## config.mk

```make
export PLATFORM = sky130hd
export DESIGN_NAME = fetch_sequencer_flat
export DESIGN_NICKNAME = d
export VERILOG_FILES = /design/src/rtl/fetch_sequencer_if.sv /design/src/rtl/fetch_sequencer.sv /design/src/flat_wrapper.sv
export SDC_FILE = /design/constraint.sdc
export NUM_CORES = 1
export LEC_CHECK = 0
export CORE_ASPECT_RATIO = 1.25
export CORE_MARGIN = 1
export CORE_UTILIZATION = 35
export DETAILED_ROUTE_END_ITERATION = 16
export PLACE_DENSITY_LB_ADDON = 0.08
export SLEW_MARGIN = 20
export SYNTH_ARGS = -nofsm -noshare
export SYNTH_HDL_FRONTEND = slang
export SYNTH_SLANG_ARGS = --single-unit
```

## constraint.sdc

```tcl
create_clock -name clk -period 5.85 [get_ports clk]
set_input_delay 1.4625 -clock clk [delete_from_list [all_inputs] [get_ports clk]]
set_output_delay 1.4625 -clock clk [all_outputs]
set_load 0.02 [all_outputs]
```

## src/rtl/fetch_sequencer_if.sv

```systemverilog
// Fetch-stage bundle: instruction-memory handshake, decode-side instruction
// register outputs and retire/next-PC inputs. master = fetch_sequencer.
interface fetch_sequencer_if #(
  parameter int unsigned XLEN = 32
);
  logic            imem_req;
  logic [XLEN-1:0] imem_addr;
  logic            imem_ack;
  logic [31:0]     imem_rdata;
  logic [31:0]     instruction;
  logic [XLEN-1:0] instr_pc;
  logic [XLEN-1:0] pc_plus4;
  logic            instr_valid;
  logic            retire;
  logic [1:0]      pcsrc;
  logic [XLEN-1:0] imm_ext;
  logic [XLEN-1:0] alu_result;
  logic            halted;
  logic            fetch_fault;

  modport master (
    output imem_req, imem_addr, instruction, instr_pc, pc_plus4,
           instr_valid, halted, fetch_fault,
    input  imem_ack, imem_rdata, retire, pcsrc, imm_ext, alu_result
  );

  modport slave (
    input  imem_req, imem_addr, instruction, instr_pc, pc_plus4,
           instr_valid, halted, fetch_fault,
    output imem_ack, imem_rdata, retire, pcsrc, imm_ext, alu_result
  );
endinterface

```

## src/rtl/fetch_sequencer.sv

```systemverilog
// Multi-cycle fetch stage: owns the PC, fetches over req/ack, holds the word
// until retire. Define FETCH_MISALIGN_TRAP_EN to trap on a misaligned next PC.
module fetch_sequencer #(
  parameter int unsigned     XLEN      = 32,
  parameter logic [XLEN-1:0] RESET_PC  = '0,
  parameter logic [31:0]     NOP_INSTR = 32'h0000_0013
) (
  input  logic clk,
  input  logic rst,
  fetch_sequencer_if.master bus
);

  typedef enum logic [1:0] {FETCH, HOLD, HALT, FAULT} state_t;

  state_t          state, state_next;
  logic [XLEN-1:0] pc, pc_next, target;
  logic [31:0]     instruction;
  logic [XLEN-1:0] instr_pc, pc_plus4;

  always_comb begin
    target = pc;
    case (bus.pcsrc)
      2'b01:   target = instr_pc + bus.imm_ext;
      2'b10:   target = pc_plus4;
      2'b11:   target = bus.alu_result & ~XLEN'(1);
      default: target = pc;
    endcase
  end

  always_comb begin
    state_next = state;
    pc_next    = pc;
    case (state)
      FETCH: if (bus.imem_ack) state_next = HOLD;
      HOLD: begin
        if (bus.retire) begin
          if (bus.pcsrc == 2'b00) begin
            state_next = HALT;
          end else begin
`ifdef FETCH_MISALIGN_TRAP_EN
            pc_next    = target;
            state_next = (target[1:0] != 2'b00) ? FAULT : FETCH;
`else
            pc_next    = target & ~XLEN'(3);
            state_next = FETCH;
`endif
          end
        end
      end
      default: ;
    endcase
  end

  always_ff @(posedge clk or posedge rst) begin
    if (rst) begin
      state <= FETCH;
      pc    <= RESET_PC;
    end else begin
      state <= state_next;
      pc    <= pc_next;
    end
  end

  always_ff @(posedge clk or posedge rst) begin
    if (rst) begin
      instruction <= NOP_INSTR;
      instr_pc    <= RESET_PC;
      pc_plus4    <= RESET_PC + XLEN'(4);
    end else if (state == FETCH && bus.imem_ack) begin
      instruction <= bus.imem_rdata;
      instr_pc    <= pc;
      pc_plus4    <= pc + XLEN'(4);
    end
  end

  // Status flags decode straight from the state register, so they are registered.
  assign bus.imem_req    = (state == FETCH);
  assign bus.imem_addr   = pc;
  assign bus.instruction = instruction;
  assign bus.instr_pc    = instr_pc;
  assign bus.pc_plus4    = pc_plus4;
  assign bus.instr_valid = (state == HOLD);
  assign bus.halted      = (state == HALT);
`ifdef FETCH_MISALIGN_TRAP_EN
  assign bus.fetch_fault = (state == FAULT);
`else
  assign bus.fetch_fault = 1'b0;
`endif

endmodule

```

## src/flat_wrapper.sv

```systemverilog
// flat-port wrapper written by rule: the top's interface ports become plain ports
module fetch_sequencer_flat 
#(
  parameter int unsigned     XLEN      = 32,
  parameter logic [XLEN-1:0] RESET_PC  = '0,
  parameter logic [31:0]     NOP_INSTR = 32'h0000_0013
)
  (clk, rst, bus_imem_req, bus_imem_addr, bus_instruction, bus_instr_pc, bus_pc_plus4, bus_instr_valid, bus_halted, bus_fetch_fault, bus_imem_ack, bus_imem_rdata, bus_retire, bus_pcsrc, bus_imm_ext, bus_alu_result);
  fetch_sequencer_if #(.XLEN(XLEN)) bus_i ();
  input  logic clk;
  input  logic rst;
  output wire logic [$bits(bus_i.imem_req)-1:0] bus_imem_req;
  output wire logic [$bits(bus_i.imem_addr)-1:0] bus_imem_addr;
  output wire logic [$bits(bus_i.instruction)-1:0] bus_instruction;
  output wire logic [$bits(bus_i.instr_pc)-1:0] bus_instr_pc;
  output wire logic [$bits(bus_i.pc_plus4)-1:0] bus_pc_plus4;
  output wire logic [$bits(bus_i.instr_valid)-1:0] bus_instr_valid;
  output wire logic [$bits(bus_i.halted)-1:0] bus_halted;
  output wire logic [$bits(bus_i.fetch_fault)-1:0] bus_fetch_fault;
  input wire logic [$bits(bus_i.imem_ack)-1:0] bus_imem_ack;
  input wire logic [$bits(bus_i.imem_rdata)-1:0] bus_imem_rdata;
  input wire logic [$bits(bus_i.retire)-1:0] bus_retire;
  input wire logic [$bits(bus_i.pcsrc)-1:0] bus_pcsrc;
  input wire logic [$bits(bus_i.imm_ext)-1:0] bus_imm_ext;
  input wire logic [$bits(bus_i.alu_result)-1:0] bus_alu_result;
  assign bus_imem_req = bus_i.imem_req;
  assign bus_imem_addr = bus_i.imem_addr;
  assign bus_instruction = bus_i.instruction;
  assign bus_instr_pc = bus_i.instr_pc;
  assign bus_pc_plus4 = bus_i.pc_plus4;
  assign bus_instr_valid = bus_i.instr_valid;
  assign bus_halted = bus_i.halted;
  assign bus_fetch_fault = bus_i.fetch_fault;
  assign bus_i.imem_ack = bus_imem_ack;
  assign bus_i.imem_rdata = bus_imem_rdata;
  assign bus_i.retire = bus_retire;
  assign bus_i.pcsrc = bus_pcsrc;
  assign bus_i.imm_ext = bus_imm_ext;
  assign bus_i.alu_result = bus_alu_result;
  fetch_sequencer #(.XLEN(XLEN), .RESET_PC(RESET_PC), .NOP_INSTR(NOP_INSTR)) u_core (.clk(clk), .rst(rst), .bus(bus_i));
endmodule
```

* Yosys cells after proc, flatten, opt, wreduce, memory -nomap -nowiden
Index checks and enable logic that the tools add are counted.
** Word-level totals
- Input bits :: 102
- Bits in registers :: 126
- Output and inout port bits :: 132
- Word-level logic and storage cells :: 27
** Operators by class
- Bitwise operators :: 1
- Add/sub/neg operators :: 2
- Reduce and logical (&&, ||, !) cells :: 7
- Muxes and demuxes :: 5
- Equal/unequal tests :: 7
** Operator list (number)
- $pmux W32 S3 :: 1
- $add A32 B3 Y32 const B :: 1
- $add A32 B32 Y32 :: 1
- $eq A2 B2 Y1 const B :: 3
- $mux W2 :: 3
- $eq A2 B1 Y1 const B :: 2
- $logic_not A2 Y1 :: 2
- $ne A2 B1 Y1 const B :: 2
- $pmux W2 S2 :: 1
- $reduce_and A4 Y1 :: 1
- $reduce_and A3 Y1 :: 1
- $reduce_bool A3 Y1 :: 1
- $reduce_bool A2 Y1 :: 1
- $logic_and A1 B1 Y1 :: 1
- $not A1 Y1 :: 1

* Depth between registers and ports, before layout
Gate-level depths: netlist (run 1).
- Depth after elaboration :: 4
- Mapped depth :: 10
- Depth with buffers taken out :: 10

* Least setup slack after synthesis (run 1)
No wires, ideal clock.
- Kind :: in2reg
- From :: in bus_imm_ext[2]
- To :: reg u_core.pc[30] (netlist: u_core.bus.imem_addr[30])
- Buffers on the path :: 0
- Data required time :: 5784 ps
- Stages :: 10
- Slack :: 2192 ps
- Library setup time :: 66 ps
- Arrival :: 3591 ps
- Cell sequence :: ha_1 inv_1 fa_1 and2b_1 o211ai_1 a31o_1 o21a_1 o41a_1 o41a_1 nand2_1
** On the way
- Longest elaborated chain between the ends :: 2
** Ends and longest elaborated chain
- start: declaration :: RTL line flat_wrapper.sv:24 : input wire logic [$bits(bus_i.imm_ext)-1:0] bus_imm_ext;
- $add A32 B32 Y32 :: RTL line fetch_sequencer.sv:23 : 2'b01: target = instr_pc + bus.imm_ext;
- $pmux W32 S3 :: RTL line fetch_sequencer.sv:22 : case (bus.pcsrc)
- end signal: assignment :: RTL line fetch_sequencer.sv:60 : pc <= pc_next;
- end: declaration :: RTL line fetch_sequencer.sv:16 : logic [XLEN-1:0] pc, pc_next, target;
No other way between the ends.
A chain may end at the register's enable or synchronous reset.

* Worst setup path after layout (run 1)
- From :: in bus_imm_ext[2]
- To :: reg u_core.pc[22] (netlist: u_core.bus.imem_addr[22])
Same word-level chain as after synthesis.

==> results of run 1 <==
## worst max path at each step
stage | endpoint | slack (ns)
after global placement | u_core.bus.imem_addr[30] | 1.39
after floorplan | u_core.bus.imem_addr[10] | 1.09
after CTS | u_core.bus.imem_addr[22] | 1.81
after global routing | u_core.bus.imem_addr[22] | 1.68
after detailed placement | u_core.bus.imem_addr[22] | 1.38
final | u_core.bus.imem_addr[22] | 1.79
## state kept, by name, summed over array words and instances, names as in the netlist
name and cells:
u_core.bus.imem_addr 30, u_core.bus.instr_pc 30, u_core.bus.instruction 32, u_core.bus.pc_plus4 30
u_core.state 2
## critical path, delay by kind of cell
kind / cells / cell delay (ns)
AOI/OAI and AO/OA: 5 / 1.37
adders and majority gates: 2 / 0.58
buffers and inverters: 2 / 0.51
and+or+nand+nor: 1 / 0.23
xor gates and xnor gates: 1 / 0.20
## cells by family (layout without fill, tap and decap cells)
group | Yosys count | after routing | synth area share (%)
DFF | 124 | 124 | 41.5
other | 1 | 7 | 0.0501
and+or+nand+nor | 410 | 410 | 23.6
buffers and inverters | 73 | 288 | 4.08
xor gates and xnor gates | 48 | 48 | 5.62
muxes | 25 | 25 | 3.56
adders and majority gates | 31 | 31 | 5.28
AOI/OAI and AO/OA | 198 | 198 | 16.3
## layout by cell type, fill, tap and decap left out, drive strengths merged, types with 10 or more instances in the layout
cell and instances:
clkdlybuf4s50 221, ha 30, nand3 27, a21oi 50, buf 16, and3 16
nand2 273, clkbuf 18, o21ai 78, nor2b 10, nor2 39, xnor2 19
mux2 13, nand4 12, inv 24, dfrtp 120, mux2i 12, xor2 29
## layer usage
metal	up-vias	share of wire [%]	global-route usage (%)
met2	237	48	38.9
met3	25	6.7	5.37
met5	-	0	0
met4	0	1.8	7.16
met1	3355	43	29.7
li1	3540	-	-
## report_power, final
group,internal (mW),switching [mW]
Clock,0.691,0.440
Combinational,1.32,1.58
Sequential,1.26,0.424
Total,3.27,2.45
## through the flow
step / hold WS, ns / instance area [µm²]
floorplan: 0.492 / 7510
global placement: 0.447 / 9960
detailed placement: 0.454 / 9960
CTS: 0.461 / 10600
global route: 0.495 / 10600
finish: 0.459 / 10600
## cell type report
type | count | area (µm²) | area share [%]
timing repair buffer | 237 | 2330 | 22.0
sequential | 124 | 3110 | 29.4
tap | 274 | 343 | 3.24
clock buffer | 18 | 439 | 4.15
clock inverter | 14 | 184 | 1.74
inverter | 19 | 73.8 | 0.698
multi-input combinational | 719 | 4110 | 38.8
==> results.md, run 1 <==
- Clock Latency Late Sink: about 0.43 ns
- Vias in the first global route: 7064
- Post-route clock period utilization: 69.4%
- Synth warnings: 0
- Die Height: 165 µm
- Finished Layout Cells: 1405
- CP max stage cell: clkdlybuf4s50_1
- CP startpoint: bus_imm_ext[2]
- Via count: 7157
- RR Startpoint: u_core.bus.instr_pc[2]
- Initial Util: 35.8%
- Cell Pwr Density: roughly 540 nW/µm²
- Status: complete, no violations
- Hold depth: 2
- Hold EP: u_core.bus.instruction[0]
- Routed length per instance: 17.8 µm
- EDFF count, synth: 0
- Util after Layout: between 50 and 60%
- Crit end category: flop
- Largest net degree at the start of global routing: 60
- Top post-synthesis cells by area: dfrtp_1 (40%), nand2_1 (14%), o21ai_0 (5.2%)
- Post-Syn Area: 7480 µm²
- Inserted Diodes: 0
- CTS buffer count: 17
- Synthesized flop and latch total: 124
- GRT overflow: 0
- Fin Clk Skew: 0.00757 ns
- # Post-CTS Setup Buffers: 0
- Worst hold path startpoint: u_core.bus.instruction[0]
- Async set-reset flop share out of synthesis: between 90% and 100%
- Fmax: 0.246 GHz
- CP cell instances: clkdlybuf4s50_1 -> ha_1 -> inv_1 -> fa_1 -> and2b_1 -> o211ai_1 -> a31o_1 -> o21a_1 -> o41a_1 -> xor2_1 -> a221oi_2
- Critical Path AT: about 4.4 ns
- Max-Cap Viols: 0
- Vias/cell: 5.09
- Post_cts resized: 0
- Die area: ~22000 µm²
- Nets: between 1000 and 1500
- CTS tree: built
- Final Power: 5.71 mW
- Die W: 133 µm
- R2R cell count: 10
- Antenna Nets Post-Route: 0
- Clk buf depth: 2
- Clk sink count: between 100 and 150
- DR pass1 iterations: 5
- Root buf cell: clkbuf_16
- Post-CTS Hold Fix Bufs: 0
- Post-synth top cells: nand2_1 (273), dfrtp_1 (120), o21ai_0 (78), a21oi_1 (49), clkbuf_1 (41)
- Most frequent cell after synthesis: nand2_1
- Max-slew violation count: 0
- Share of cells above drive strength 1: 6.63%
- Critical Path Fanout Max: 4
- Clock Pin Slew Worst Setup and Hold Paths: 0.06 ns
- Final setup vio count: 0
- Area grow syn2layout: 41.4%
- I/O Buffers: 222
- Post-synthesis sequential area ratio: 41.5%
- Top Ports: 234
- Htree depth: 4
- Dpl cells: 1373
- Crit path launch type: input port
- Period minus WS final: 4.06 ns
- Drt total wl: 25000 µm
- Post-Synthesis Cells: 910
- VDD IR max: 233 µV
- Tot GR Track Use: roughly 23%
- Pleak: between 4 and 5 nW
- R2r endpoint: u_core.bus.imem_addr[22]
- RSZ-0062 raised after global routing: false
- Tightest Hold Check Type: reg2reg
- Synthesized area per cell: slightly above 8 µm²
- Core area: about 21000 µm²
- Most used DFF post-synth: dfrtp_1
- Least-Margin Pin Slew: approximately 0.80 ns
- CP required: 6.18 ns
- # DRC: 0
- Pre-CTS WS: 1.38 ns
- CP max stage delay: between 0.4 and 0.5 ns
- Largest area contributor in the netlist: dfrtp_1
- Top cell type's share of synthesized area: 40.1%
- Cell variety after synth: 60
- Final worst slack: 1.79 ns
- Sum Neg Setup Slack: 0 ns
- DR iter-0 viols: 341
- R2R Setup Slk: ~2.9 ns
- First-pass GRT wire length: 39200 µm
- Final Hold Vio Count: 0
- Routability cong.: 0.852
- Slew headroom: a little under half
- Crit path kind: in2reg
- HPWL after detailed placement: 18300 µm
- Rows: 59
- Initial antenna violation count: 0
- Fill cells: 2070
Note: power is estimated with default switching activity, not from simulation.
==> run 2: changes to the inputs <==
- clock period: 5.85 -> 3.9 ns (I/O delays scaled with it)
==> results.md, run 2 (synthesis gave the netlist of run 1 again) <==
- DR pass1 iterations: 7
- Fin Clk Skew: 0.0111 ns
- Post_cts resized: 0
- Clk buf depth: 2
- Share of cells above drive strength 1: 7.53%
- Largest net degree at the start of global routing: 125
- Cell Pwr Density: ~810 nW/µm²
- First-pass GRT wire length: about 39000 µm
- Antenna Nets Post-Route: 0
- Area occupied by multi-input gates: between 4000 and 5000 µm²
- Slew headroom: a little over two fifths
- Commonest non-fill, non-tap cell in the layout: nand2_1
- Final worst slack: between 0.3 and 0.4 ns
- Die area: 22000 µm²
- I/O Buffers: 222
- Area occupied by registers: roughly 3100 µm²
- Biggest register: u_core.bus.instruction
- Highest metal used: met4
- Pre-CTS WS: -0.00430 ns
- Initial Util: 35.8%
- HPWL after detailed placement: 18200 µm
- Fmax: 0.283 GHz
- Critical Path AT: ~3.8 ns
- # Post-CTS Setup Buffers: 0
- Max reg flops: 32
- Post-route clock period utilization: ~90%
- Fin Hold WS: ~0.46 ns
- Root buf cell: clkbuf_16
- Crit path launch type: input port
- Clk sink count: 124
- Clock Latency Late Sink: roughly 0.43 ns
- Critical Path Fanout Max: 6
- Tot GR Track Use: between 20% and 30%
- Top Ports: about 230
- Clock Pin Slew Worst Setup and Hold Paths: 0.06 ns
- Routability cong.: 0.889
- Vias/cell: 5.10
- Period minus WS final: approximately 3.5 ns
- DR iter-0 viols: 423
- Die Height: 165 µm
- Final Hold Vio Count: 0
- Via count: a little over 7000
- Initial antenna violation count: 0
- Final setup vio count: 0
- Max-slew violation count: 0
- Max-Cap Viols: 0
- Crit path kind: in2reg
- RSZ-0062 raised after global routing: false
- Fill cells: 2007
- # DRC: 0
- Core area: 20900 µm²
- Pleak: 4.78 nW
- Routed length per instance: 17.8 µm
- Rows: 59
- Sum Neg Setup Slack: 0 ns
- Inserted Diodes: 0
- VDD IR max: 356 µV
- WL met3: 1720 µm
- Nets: 1262
- DRT met1 WL: 10800 µm
- Htree depth: 4
- CTS tree: built
- Crit end category: flop
- Die W: 133 µm
- GRT overflow: 0
- Tightest Hold Check Type: reg2reg
- Status: complete, no violations
- Vias in the first global route: 7159
- Drt total wl: roughly 25000 µm
- Post-CTS Hold Fix Bufs: 0
- Most frequent cells in the layout: nand2_1 (273), clkdlybuf4s50_1 (221), dfrtp_1 (120)
- CTS buffer count: 17
- Area grow syn2layout: 42.8%
- Least-Margin Pin Slew: between 0.8 and 0.9 ns
- WL met2: 12000 µm
- CP required: 4.19 ns
[run 2: final timing paths]
kind / start / to / slack, ns / cells past startpoint
worst min register to register: u_core.bus.instruction[0] / u_core.bus.instruction[0] / 0.46 / 2
worst min-delay path: u_core.bus.instruction[0] / u_core.bus.instruction[0] / 0.46 / 2
max in group asynchronous: rst / u_core.bus.pc_plus4[7] / 2.22 / 3
worst max register to register: u_core.bus.instr_pc[12] / u_core.bus.imem_addr[29] / 0.93 / 8
min in group asynchronous: rst / u_core.bus.instruction[19] / 1.03 / 3
worst max-delay path: bus_imm_ext[12] / u_core.bus.imem_addr[29] / 0.37 / 9
[run 2: area by class of cell]
class	count	area share, %
flip-flops and latches	124	29.1
clock inverters	15	1.77
multi-input cells	719	38.4
inverters	19	0.703
clock buffers	17	3.98
repair buffers	248	22.8
well taps	274	3.21
[run 2: metrics by stage]
stage / power (mW) / util (%) / cell area, µm² / instances
floorplan: 4.89 / - / 7510 / 916
global placement: 6.98 / 48.2 / 10100 / 1384
detailed placement: 7.00 / 48.2 / 10100 / 1384
CTS: 8.73 / 51.1 / 10700 / 1416
global route: 9.25 / 51.1 / 10700 / 1416
finish: 8.67 / 51.1 / 10700 / 1416
[run 2: critical path: stages]
cell and delay, ns:
clkdlybuf4s50_1 0.41, ha_1 0.41, nand2_1 0.15, o21ai_0 0.43, a31oi_1 0.20, a2111oi_0 0.80, nor4b_1 0.13, xor2_1 0.21
o21ai_0 0.09
[run 2: routing by layer]
layer,global-route usage (%),vias to the layer above
li1,-,3558
met1,29.5,3407
met4,9.09,0
met5,0,-
met3,6.07,33
met2,38.4,229
[run 2: where the power goes]
group / internal, mW / leakage, nW / switching, mW / total (mW)
Sequential: 1.89 / 1.57 / 0.645 / 2.53
Clock: 1.02 / 0.295 / 0.664 / 1.68
Combinational: 2.05 / 2.92 / 2.41 / 4.46
==> run 3: changes to the inputs <==
- SKIP_LAST_GASP: default -> 1
==> results of run 3 <==
No change in the layout: final DEF, timing and power equal those of run 2.
